### config.mk
export PLATFORM = sky130hd
export DESIGN_NAME = fetch_instr_queue_flat
export DESIGN_NICKNAME = d
export VERILOG_FILES = /design/src/rtl/fetch_instr_queue_if.sv /design/src/rtl/fetch_instr_queue.sv /design/src/flat_wrapper.sv
export SDC_FILE = /design/constraint.sdc
export NUM_CORES = 1
export LEC_CHECK = 0
export CORE_MARGIN = 2
export CORE_UTILIZATION = 50
export CTS_CLUSTER_DIAMETER = 50
export DETAILED_ROUTE_END_ITERATION = 8
export PLACE_DENSITY = 0.84
export REMOVE_ABC_BUFFERS = 1
export SYNTH_ARGS = -nofsm -noshare
export SYNTH_HDL_FRONTEND = slang
export SYNTH_SLANG_ARGS = --single-unit
### constraint.sdc
create_clock -name clk_i -period 12.3 [get_ports clk_i]
set_clock_uncertainty 0.05 [all_clocks]
set_input_delay 2.46 -clock clk_i [delete_from_list [all_inputs] [get_ports clk_i]]
set_output_delay 2.46 -clock clk_i [all_outputs]
set_load 0.05 [all_outputs]
### src/rtl/fetch_instr_queue_if.sv
// fetch_instr_queue_if: push/pop handshake bundle between fetch realigner, queue and decode.
interface fetch_instr_queue_if #(parameter int DEPTH = 4);
    localparam int CW = $clog2(DEPTH) + 1;
    logic          flush_i;
    logic          valid_i;
    logic [31:0]   instr_i;
    logic [31:0]   pc_i;
    logic          ready_o;
    logic          valid_o;
    logic [31:0]   instr_o;
    logic [31:0]   pc_o;
    logic          is_compressed_o;
    logic          ready_i;
    logic [CW-1:0] count_o;
    modport master (
        output flush_i, valid_i, instr_i, pc_i, ready_i,
        input  ready_o, valid_o, instr_o, pc_o, is_compressed_o, count_o
    );
    modport slave (
        input  flush_i, valid_i, instr_i, pc_i, ready_i,
        output ready_o, valid_o, instr_o, pc_o, is_compressed_o, count_o
    );
endinterface

### src/rtl/fetch_instr_queue.sv
// fetch_instr_queue: DEPTH-entry FIFO of {instr, pc, compressed} between fetch and decode.
// Define FETCH_INSTR_QUEUE_BYPASS_EN for an empty-queue combinational pass-through.
module fetch_instr_queue #(
    parameter int DEPTH = 4
) (
    input logic clk_i,
    input logic rst_i,
    fetch_instr_queue_if.slave q
);
    localparam int AW = $clog2(DEPTH);
    localparam int CW = AW + 1;
    logic [64:0]   mem [DEPTH];
    logic [AW-1:0] wr_ptr, rd_ptr;
    logic [CW-1:0] count, count_nxt;
    logic          empty, full, byp, wr_en, rd_en;
    logic [64:0]   in_entry, head;
    assign empty = count == '0;
    assign full = count == CW'(DEPTH);
    assign in_entry = {q.instr_i[1:0] != 2'b11, q.pc_i, q.instr_i};
`ifdef FETCH_INSTR_QUEUE_BYPASS_EN
    assign byp = empty && q.valid_i && !q.flush_i;
`else
    assign byp = 1'b0;
`endif
    assign q.ready_o = !full && !q.flush_i;
    assign q.valid_o = (!empty && !q.flush_i) || byp;
    // a bypassed word taken by decode in the same cycle never enters storage
    assign wr_en = q.valid_i && q.ready_o && !(byp && q.ready_i);
    assign rd_en = q.valid_o && q.ready_i && !byp;
    always_comb begin
        head = byp ? in_entry : mem[rd_ptr];
        q.instr_o = q.valid_o ? head[31:0] : 32'h0000_0013;
        q.pc_o = q.valid_o ? head[63:32] : 32'h0;
        q.is_compressed_o = q.valid_o && head[64];
        count_nxt = wr_en && !rd_en ? count + CW'(1) : (rd_en && !wr_en ? count - CW'(1) : count);
    end
    always_ff @(posedge clk_i or posedge rst_i) begin
        if (rst_i) begin
            count <= '0;
            wr_ptr <= '0;
            rd_ptr <= '0;
        end else if (q.flush_i) begin
            count <= '0;
            wr_ptr <= '0;
            rd_ptr <= '0;
        end else begin
            count <= count_nxt;
            wr_ptr <= wr_ptr + AW'(wr_en);
            rd_ptr <= rd_ptr + AW'(rd_en);
        end
    end
    always_ff @(posedge clk_i) begin
        if (wr_en) mem[wr_ptr] <= in_entry;
    end
    assign q.count_o = count;
endmodule

### src/flat_wrapper.sv
// flat-port wrapper written by rule: the top's interface ports become plain ports
module fetch_instr_queue_flat 
#(
    parameter int DEPTH = 4
)
  (clk_i, rst_i, q_flush_i, q_valid_i, q_instr_i, q_pc_i, q_ready_i, q_ready_o, q_valid_o, q_instr_o, q_pc_o, q_is_compressed_o, q_count_o);
  fetch_instr_queue_if #(.DEPTH(DEPTH)) q_i ();
  input logic clk_i;
  input logic rst_i;
  input wire logic [$bits(q_i.flush_i)-1:0] q_flush_i;
  input wire logic [$bits(q_i.valid_i)-1:0] q_valid_i;
  input wire logic [$bits(q_i.instr_i)-1:0] q_instr_i;
  input wire logic [$bits(q_i.pc_i)-1:0] q_pc_i;
  input wire logic [$bits(q_i.ready_i)-1:0] q_ready_i;
  output wire logic [$bits(q_i.ready_o)-1:0] q_ready_o;
  output wire logic [$bits(q_i.valid_o)-1:0] q_valid_o;
  output wire logic [$bits(q_i.instr_o)-1:0] q_instr_o;
  output wire logic [$bits(q_i.pc_o)-1:0] q_pc_o;
  output wire logic [$bits(q_i.is_compressed_o)-1:0] q_is_compressed_o;
  output wire logic [$bits(q_i.count_o)-1:0] q_count_o;
  assign q_i.flush_i = q_flush_i;
  assign q_i.valid_i = q_valid_i;
  assign q_i.instr_i = q_instr_i;
  assign q_i.pc_i = q_pc_i;
  assign q_i.ready_i = q_ready_i;
  assign q_ready_o = q_i.ready_o;
  assign q_valid_o = q_i.valid_o;
  assign q_instr_o = q_i.instr_o;
  assign q_pc_o = q_i.pc_o;
  assign q_is_compressed_o = q_i.is_compressed_o;
  assign q_count_o = q_i.count_o;
  fetch_instr_queue #(.DEPTH(DEPTH)) u_core (.clk_i(clk_i), .rst_i(rst_i), .q(q_i));
endmodule
==> run_results.csv, run 1 <==
group,metric,value,unit
critical_path,worstPathCellList,"clkdlybuf4s50_1 -> inv_2 -> and3_1 -> clkdlybuf4s50_1",
clocking,clk_path_buf_depth,3,
clocking,clock_sinks,267,
min_path,hold_path.class,"flop to flop",
clocking,clock_latency,0.52,ns
logic_synthesis,syn_area,10340,um^2
sta,setup_viol,0,
detailed_routing,num_vias,5121,
logic_synthesis,yosys_warnings,0,
die,coreArea,20300,um^2
critical_path,critical_path_peak_fanout,64,
die,dieArea,21850,um^2
detailed_routing,vias_per_cell,5.640,
global_routing,grt_max_degree,67,
detailed_routing,antenna_left,0,
clocking,post-cts-setup-buffers,0,
critical_path,cp.required,9.79,ns
clocking,path_clk_slew,0.06,ns
sta,tightestPinTransition,1.199,ns
detailed_routing,drc,0,
clocking,htree_levels,1,
clocking,cts_buffers,28,
final_layout,syn2layout_area_growth,24.62,%
job,cap_viol_max_count,0,
power,irDropWorstVdd,0.1289,mV
detailed_routing,firstDrtPassIters,5,
clocking,root_buffer,"clkbuf_16",
die,io_pins,139,
detailed_routing,wl_met3,1.078,mm
place,dp_worst_setup_slack,4.656,ns
outcome,status,"finished, final reports clean",
sta,final.setup.worst_slack,4.692,ns
critical_path,critPathMaxStageDelay,0.84,ns
global_routing,grt_pass1_wl,30.59,mm
power,power_density,189.2,nW/um^2
critical_path,cp_slowest_cell,"clkdlybuf4s50_1",
global_routing,overflow,0,
die,die_w,147.8,um
detailed_routing,drt-met1-wl,8.097,mm
sta,period_needed,7.608,ns
sta,rsz0062_at_grt,"no",
final_layout,nets,689,
power,leakagePower,4.266,nW
power,total_power,2.439,mW
clocking,cts_resized,0,
logic_synthesis,netlist_instances,474,
critical_path,crit_top_cell,"clkdlybuf4s50_1",
final_layout,final_core_util,63.50,%
detailed_routing,top_layer_used,"met4",
critical_path,crit_arrival,5.10,ns
die,start_util,50.96,%
detailed_routing,first_iter_violations,327,
logic_synthesis,ys_seq_area_share,77.17,%
die,rows,52,
global_routing,grt_pass1_vias,5572,
final_layout,drive_gt1_share,19.28,%
critical_path,crit_path_start_kind,"input pin",
clocking,cts_tree,"done",
detailed_routing,wirelength,19.51,mm
logic_synthesis,ys_ff_latch,267,
detailed_routing,met2WireLength,10.05,mm
logic_synthesis,synth_area_per_cell,21.82,um^2
critical_path,cp-end-kind,"output pin",
final_layout,diodes,0,
global_routing,grt_use_total,18.03,%
global_routing,antenna_found_initial,0,
clocking,cts-hold-fix-buffers,0,
sta,maxSlewViolCount,0,
critical_path,critical_path_class,"input pin to output pin",
sta,fmax,0.1314,GHz
sta,slew_headroom,19.72,%
place,dpl.hpwl,11.04,mm
sta,post-route-period-util,61.85,%
place,port_buffers,138,
place,place_congestion,0.7562,
sta,hold_viol_final,0,
detailed_routing,wl_per_cell,21.49,um
die,die_h,147.8,um
sta,setup_tns,0,ns
logic_synthesis,ys_types,34,
==> logic make-up after synthesis <==
family,share of synthesized area [%]
AO/OA/AOI/OAI,0.9195
XOR/XNOR,0.2541
adder cells (fa/ha/maj),0.4354
buffers and inverters,1.863
flip-flops,77.17
multiplexers,14.15
AND/OR/NAND/NOR,5.201
==> stage by stage <==
| stage | area, um^2 | hold slack [ns] | instances |
|---|---|---|---|
| after detailed placement | 11960 | 0.5359 | 857 |
| after CTS | 12890 | 0.5466 | 908 |
| final | 12890 | 0.5566 | 908 |
| after global placement | 11960 | 0.4803 | 857 |
| after floorplan | 10170 | 0.5067 | 444 |
| after global routing | 12890 | 0.5658 | 908 |
==> final timing paths <==
kind | start | endpoint | slack (ns) | cells past startpoint
max in group asynchronous | rst_i | u_core.rd_ptr[0] | 9.85 | 2
worst max-delay path | q_flush_i | q_pc_o[30] | 4.69 | 4
min in group asynchronous | rst_i | u_core.q.count_o[0] | 2.12 | 2
worst min register to register | u_core.q.count_o[2] | u_core.q.count_o[2] | 0.56 | 1
worst min-delay path | u_core.q.count_o[2] | u_core.q.count_o[2] | 0.56 | 1
worst max register to register | u_core.q.count_o[1] | u_core.mem[1][36] | 9.11 | 4
==> final cells by class <==
class	instances	area, um^2
clock buffer	40	787.0
inverter	6	22.52
fill	1379	7410
multi-input combinational	171	2191
clock inverter	11	142.6
tap	270	337.8
sequential	267	7990
timing repair buffer	143	1419
==> cells in the final DEF (no fill, tap or decap), types with 3 or more instances in the layout <==
cell / n
edfxtp_1: 260
clkdlybuf4s50_1: 138
mux4_2: 65
and3_1: 62
clkbuf_16: 29
clkbuf_1: 9
nor2_1: 8
inv_1: 5
buf_4: 5
dfrtp_1: 5
or3_1: 3
clkinv_2: 3
bufinv_16: 3
==> state kept, by name, indices dropped and copies added, names as in the netlist <==
name and flops:
u_core.wr_ptr 2, u_core.q.count_o 3, u_core.mem 260, u_core.rd_ptr 2
==> cell usage after synthesis <==
master / instances / area (um^2)
a2111oi_0: 1 / 8.760
a211o_1: 2 / 17.52
a211oi_1: 1 / 7.510
a21oi_1: 2 / 10.01
and3_1: 63 / 394.1
buf_2: 7 / 35.03
buf_4: 1 / 7.510
buf_6: 6 / 67.56
clkbuf_1: 16 / 60.06
clkinv_1: 1 / 3.750
dfrtp_1: 7 / 175.2
edfxtp_1: 260 / 7807
fa_1: 1 / 20.02
ha_1: 2 / 25.02
inv_1: 5 / 18.77
mux4_2: 65 / 1464
nand2_1: 3 / 11.26
nand2b_1: 2 / 12.51
nand3_2: 1 / 10.01
nor2_1: 8 / 30.03
nor2b_1: 2 / 12.51
nor3_1: 1 / 5.000
nor3_2: 1 / 10.01
nor3b_1: 3 / 22.52
o211ai_1: 1 / 7.510
o21a_1: 1 / 7.510
o221a_2: 1 / 11.26
o22a_1: 1 / 8.760
o31ai_1: 1 / 7.510
o32ai_1: 1 / 8.760
or3_1: 3 / 18.77
or3b_4: 1 / 11.26
xnor2_1: 2 / 17.52
xor2_1: 1 / 8.760
==> where the power goes <==
| part | switching [mW] | total, mW | leakage (nW) | internal, mW |
|---|---|---|---|---|
| Combinational | 0.331 | 0.538 | 1.37 | 0.207 |
| Clock | 0.324 | 0.832 | 0.451 | 0.509 |
| Sequential | 0.0314 | 1.07 | 2.45 | 1.04 |
==> worst max-delay path: cells and delay by family <==
kind          cells  cell delay (ns)
buf+inv           3             2.27
simple gates      1             0.31
==> metal layers <==
layer	vias to the layer above	global-route usage (%)
met3	28	3.179
met4	0	4.619
li1	2268	-
met5	-	0
met2	166	31.51
met1	2659	23.82
Note: power is estimated with default switching activity, not from simulation.
==> inputs of run 2 (changes only) <==
==> constraint.sdc (replaced) <==
create_clock -name clk_i -period 7.2 [get_ports clk_i]
set_clock_uncertainty 0.05 [all_clocks]
set_input_delay 1.44 -clock clk_i [delete_from_list [all_inputs] [get_ports clk_i]]
set_output_delay 1.44 -clock clk_i [all_outputs]
set_load 0.05 [all_outputs]
==> run 2 against run 1 <==
Net effect: critical path depth unchanged; sequential power increased by 70%; design area decreased by 0.24%; flip-flop and latch count unchanged; die area unchanged; setup slack got worse by 3.1 ns; register-to-register slack got worse by 4.4 ns; via count decreased by 0.59%; hold slack got worse by 0.019 ns; first-iteration DRC count increased by 5.2%; wire length decreased by 0.59%; non-clock buffer count increased by 3.
==> run_results.csv, run 2 (synthesis results as in run 1) <==
group,metric,value,unit
outcome,status,"finished, final reports clean",
sta,post-route-period-util,77.44,%
min_path,hold_path.class,"flop to flop",
sta,fmax,0.1793,GHz
sta,tightestPinTransition,1.075,ns
critical_path,crit_arrival,4.09,ns
min_path,hold_depth,1,
place,place_congestion,0.7652,
final_layout,final_core_util,63.34,%
detailed_routing,wirelength,19.40,mm
critical_path,cp.required,5.71,ns
final_layout,largest_register_ffs,260,
final_layout,mostFrequentLayoutCell,"edfxtp_1",
critical_path,timing.rr.end,"u_core.q.count_o[1]",
sta,final.setup.worst_slack,1.624,ns
detailed_routing,firstDrtPassIters,4,
die,die_h,147.8,um
power,netSwitchingPower,1.163,mW
die,coreArea,20300,um^2
final_layout,layout_common_cells,"edfxtp_1, clkdlybuf4s50_1, mux4_2, and3_1, clkbuf_16",
global_routing,grt_pass1_wl,30.92,mm
detailed_routing,met2WireLength,10.18,mm
global_routing,grt_max_degree,67,
final_layout,drive_gt1_share,18.94,%
die,rows,52,
sta,maxSlewViolCount,0,
power,cellInternalPower,2.935,mW
critical_path,crit_path_start_kind,"input pin",
final_layout,fillers,1387,
critical_path,worst-r2r-setup-slack,4.72,ns
place,port_buffers,138,
clocking,htree_levels,1,
power,swShare,28.39,%
detailed_routing,antenna_left,0,
detailed_routing,wl_per_cell,21.34,um
critical_path,cp-end-kind,"output pin",
die,io_pins,139,
clocking,root_buffer,"clkbuf_16",
detailed_routing,vias_per_cell,5.601,
clocking,clock_sinks,267,
detailed_routing,drt-met1-wl,7.803,mm
detailed_routing,first_iter_violations,344,
critical_path,reg2reg_from,"u_core.q.count_o[0]",
global_routing,grt_pass1_vias,5550,
final_layout,multi_input_area,2191,um^2
clocking,cts_resized,0,
power,power_density,318.7,nW/um^2
clocking,clk_path_buf_depth,3,
die,dieArea,21850,um^2
job,cap_viol_max_count,0,
clocking,cts_buffers,28,
place,dp_worst_setup_slack,1.593,ns
final_layout,nets,692,
power,p_comb_share,22.3,%
place,dp.cells,860,
critical_path,critical_path_class,"input pin to output pin",
power,p_seq_share,44.5,%
place,dpl.hpwl,11.25,mm
clocking,clock_latency,0.52,ns
global_routing,antenna_found_initial,0,
clocking,post-cts-setup-buffers,0,
critical_path,crit_start,"q_flush_i",
clocking,path_clk_slew,0.06,ns
power,leakagePower,4.247,nW
sta,rsz0062_at_grt,"no",
detailed_routing,wl_met3,1.183,mm
clocking,cts-hold-fix-buffers,0,
power,clkPwrFrac,33.2,%
min_path,whs_endpoint,"u_core.q.count_o[2]",
final_layout,fin_cells,909,
sta,period_needed,5.576,ns
die,start_util,50.96,%
detailed_routing,top_layer_used,"met4",
min_path,hp-start,"u_core.q.count_o[2]",
clocking,cts_tree,"done",
critical_path,worst_r2r_path_depth,6,
sta,setup_viol,0,
sta,slew_headroom,28.06,%
final_layout,top_register,"u_core.mem",
global_routing,overflow,0,
global_routing,grt_use_total,18.21,%
detailed_routing,drc,0,
detailed_routing,num_vias,5091,
final_layout,diodes,0,
power,total_power,4.098,mW
sta,hold_viol_final,0,
power,irDropWorstVdd,0.1984,mV
final_layout,syn2layout_area_growth,24.31,%
final_layout,regArea,7990,um^2
die,die_w,147.8,um
critical_path,critical_path_peak_fanout,64,
-- run 2: changes by cell type in the layout (fill, tap and decap cells not counted) --
cell	change
clkinv_1	+4
clkinvlp_4	+1
buf_4	+3
clkinv_2	-3
clkbuf_1	-1
clkbuf_8	-2
bufinv_16	-1
-- run 2: routing by layer --
metal | up-vias | global-route usage [%]
met5 | - | 0
met4 | 0 | 3.524
met3 | 22 | 3.364
met2 | 175 | 32.14
met1 | 2628 | 24.17
li1 | 2266 | -
-- run 2: final cells by class --
type,instances,share of cell area [%]
Multi-Input combinational cell,171,17.04
Inverter,6,0.1751
Timing Repair Buffer,146,11.21
Clock buffer,37,5.877
Clock inverter,12,0.9341
Sequential cell,267,62.14
Tap cell,270,2.627
-- run 2: worst max-delay path by stage --
stage	end	slack, ns
finish	q_pc_o[30]	1.62
global route	q_pc_o[20]	1.47
CTS	q_pc_o[20]	1.59
detailed placement	q_pc_o[20]	1.59
global placement	q_pc_o[30]	1.70
floorplan	u_core.mem[1][0]	-0.28
-- run 2: stage by stage --
stage,instance area [um^2],TNS (ns),hold slack (ns)
after CTS,12860,0,0.5273
after global placement,11980,0,0.4795
after global routing,12860,0,0.5551
after detailed placement,11980,0,0.5181
final,12860,0,0.5379
after floorplan,10170,-35.55,0.5067
-- run 2: power by group through the flow --
| stage | sequential, mW | clock [mW] | combinational, mW |
|---|---|---|---|
| 2_1_floorplan | 1.88 | 0 | 0.582 |
| 3_3_place_gp | 1.85 | 0 | 0.907 |
| 3_5_place_dp | 1.86 | 0 | 0.921 |
| 4_1_cts | 1.83 | 1.40 | 0.924 |
| 5_1_grt | 1.83 | 1.46 | 0.963 |
| 6_report | 1.82 | 1.36 | 0.915 |
-- run 2: critical path, stage by stage --
cell             delay, ns
clkdlybuf4s50_1       0.64
inv_2                 0.83
and3_1                0.33
clkdlybuf4s50_1       0.82
==> inputs of run 3 (changes only) <==
==> constraint.sdc (replaced) <==
create_clock -name clk_i -period 5.35 [get_ports clk_i]
set_clock_uncertainty 0.05 [all_clocks]
set_input_delay 1.07 -clock clk_i [delete_from_list [all_inputs] [get_ports clk_i]]
set_output_delay 1.07 -clock clk_i [all_outputs]
set_load 0.05 [all_outputs]
==> run 3 against run 2 <==
Net effect: first-iteration DRC count decreased by 4.1%; critical path type unchanged; core utilization decreased by 0.23 points; die area is the same; non-clock buffer count grew 2.
==> run_results.csv, run 3 (synthesis results as in run 1) <==
group,metric,value,unit
final_layout,top_register,"u_core.mem",
sta,setup_viol,0,
power,power_density,420.5,nW/um^2
place,place_congestion,0.7304,
place,dpl.hpwl,11.01,mm
critical_path,critical_path_peak_fanout,37,
die,die_h,147.8,um
global_routing,antenna_found_initial,0,
die,dieArea,21850,um^2
sta,fmax,0.2163,GHz
final_layout,diodes,0,
power,irDropWorstVdd,0.2492,mV
power,p_seq_share,45.6,%
final_layout,drive_gt1_share,19.69,%
clocking,cts_resized,0,
sta,rsz0062_at_grt,"no",
final_layout,fin_area,12810,um^2
global_routing,grt_pass1_vias,5515,
detailed_routing,first_iter_violations,330,
critical_path,cp-end-kind,"output pin",
power,netSwitchingPower,1.552,mW
die,start_util,50.96,%
final_layout,mostFrequentLayoutCell,"edfxtp_1",
power,p_comb_share,23.1,%
sta,post-route-period-util,86.43,%
critical_path,critical_path_class,"input pin to output pin",
critical_path,critPathMaxStageDelay,0.83,ns
final_layout,multi_input_area,2191,um^2
sta,period_needed,4.624,ns
detailed_routing,wl_per_cell,21.15,um
power,clkPwrFrac,31.3,%
die,coreArea,20300,um^2
global_routing,overflow,0,
power,total_power,5.388,mW
detailed_routing,firstDrtPassIters,4,
place,placed_area,12010,um^2
final_layout,nets,693,
detailed_routing,vias_per_cell,5.634,
clocking,post-cts-setup-buffers,0,
job,cap_viol_max_count,0,
clocking,clk_path_buf_depth,3,
power,leakagePower,4.234,nW
sta,slew_headroom,26.35,%
place,port_buffers,138,
die,die_w,147.8,um
final_layout,fillers,1420,
clocking,cts_tree,"done",
final_layout,regArea,7990,um^2
global_routing,grt_pass1_wl,30.62,mm
critical_path,crit_buf_inv,5,
global_routing,grt_max_degree,67,
power,cellInternalPower,3.836,mW
critical_path,cp_top_family,"buffers and inverters",
min_path,hold_path.class,"flop to flop",
sta,maxSlewViolCount,0,
sta,hold_viol_final,0,
clocking,root_buffer,"clkbuf_16",
final_layout,layout_common_cells,"edfxtp_1, clkdlybuf4s50_1, mux4_2, and3_1, clkbuf_16",
sta,whs,0.5217,ns
power,swShare,28.81,%
critical_path,worstPathCellList,"clkdlybuf4s50_1 -> buf_4 -> inv_2 -> buf_4 -> and3_1 -> clkdlybuf4s50_1",
critical_path,crit_path_start_kind,"input pin",
detailed_routing,antenna_left,0,
final_layout,largest_register_ffs,260,
clocking,clock_sinks,267,
clocking,cts-hold-fix-buffers,0,
detailed_routing,drc,0,
clocking,path_clk_slew,0.06,ns
die,io_pins,139,
sta,tightestPinTransition,1.101,ns
critical_path,cp.required,4.23,ns
detailed_routing,wirelength,19.25,mm
clocking,cts_buffers,27,
critical_path,crit_arrival,3.50,ns
global_routing,grt_use_total,18.05,%
clocking,htree_levels,1,
die,rows,52,
detailed_routing,num_vias,5127,
clocking,clock_latency,0.52,ns
final_layout,syn2layout_area_growth,23.87,%
critical_path,cp_slowest_cell,"clkdlybuf4s50_1",
outcome,status,"finished, final reports clean",
run 3: metrics by stage:
| step | TNS (ns) | cells | setup WS (ns) | utilization (%) |
|---|---|---|---|---|
| after floorplan | -317.90 | 444 | -1.764 | - |
| after global placement | 0 | 862 | 0.7627 | 59.17 |
| after detailed placement | 0 | 862 | 0.7164 | 59.17 |
| after CTS | 0 | 910 | 0.7094 | 63.12 |
| after global routing | 0 | 910 | 0.5649 | 63.12 |
| final | 0 | 910 | 0.7262 | 63.12 |
run 3: power groups by stage:
stage | Sequential [mW] | Combinational, mW | Clock (mW)
2_1_floorplan | 2.54 | 0.783 | 0
3_3_place_gp | 2.49 | 1.22 | 0
3_5_place_dp | 2.50 | 1.25 | 0
4_1_cts | 2.46 | 1.25 | 1.73
5_1_grt | 2.47 | 1.32 | 1.82
6_report | 2.46 | 1.25 | 1.69
run 3: final cells by class:
| class | instances | share of cell area [%] |
|---|---|---|
| clock buffer | 31 | 5.391 |
| clock inverter | 17 | 0.8691 |
| inverter | 6 | 0.1758 |
| multi-input combinational | 171 | 17.10 |
| sequential | 267 | 62.36 |
| tap | 270 | 2.637 |
| timing repair buffer | 148 | 11.46 |
run 3: path summary, 6_finish.rpt:
check / from / end / slack (ns) / cells after the start
min: u_core.q.count_o[2] / u_core.q.count_o[2] / 0.52 / 1
min in group asynchronous: rst_i / u_core.q.count_o[2] / 0.74 / 2
max: q_flush_i / q_instr_o[6] / 0.73 / 6
max reg2reg: u_core.q.count_o[0] / u_core.q.count_o[1] / 2.69 / 6
min reg2reg: u_core.q.count_o[2] / u_core.q.count_o[2] / 0.52 / 1
max in group asynchronous: rst_i / u_core.rd_ptr[0] / 4.26 / 2
run 3: worst register-to-register path: cells and delay by family (launching register included):
kind	cells	cell delay [ns]
and+or+nand+nor	3	0.82
AOI/OAI and AO/OA	2	0.78
adders and majority gates	1	0.46
DFF	1	0.49
run 3: routing by layer:
layer / track usage (%) / vias up / share of wire [%]
li1: - / 2269 / -
met1: 23.90 / 2661 / 41
met2: 31.19 / 168 / 52
met3: 3.735 / 29 / 6.1
met4: 4.333 / 0 / 1.5
met5: 0 / - / 0
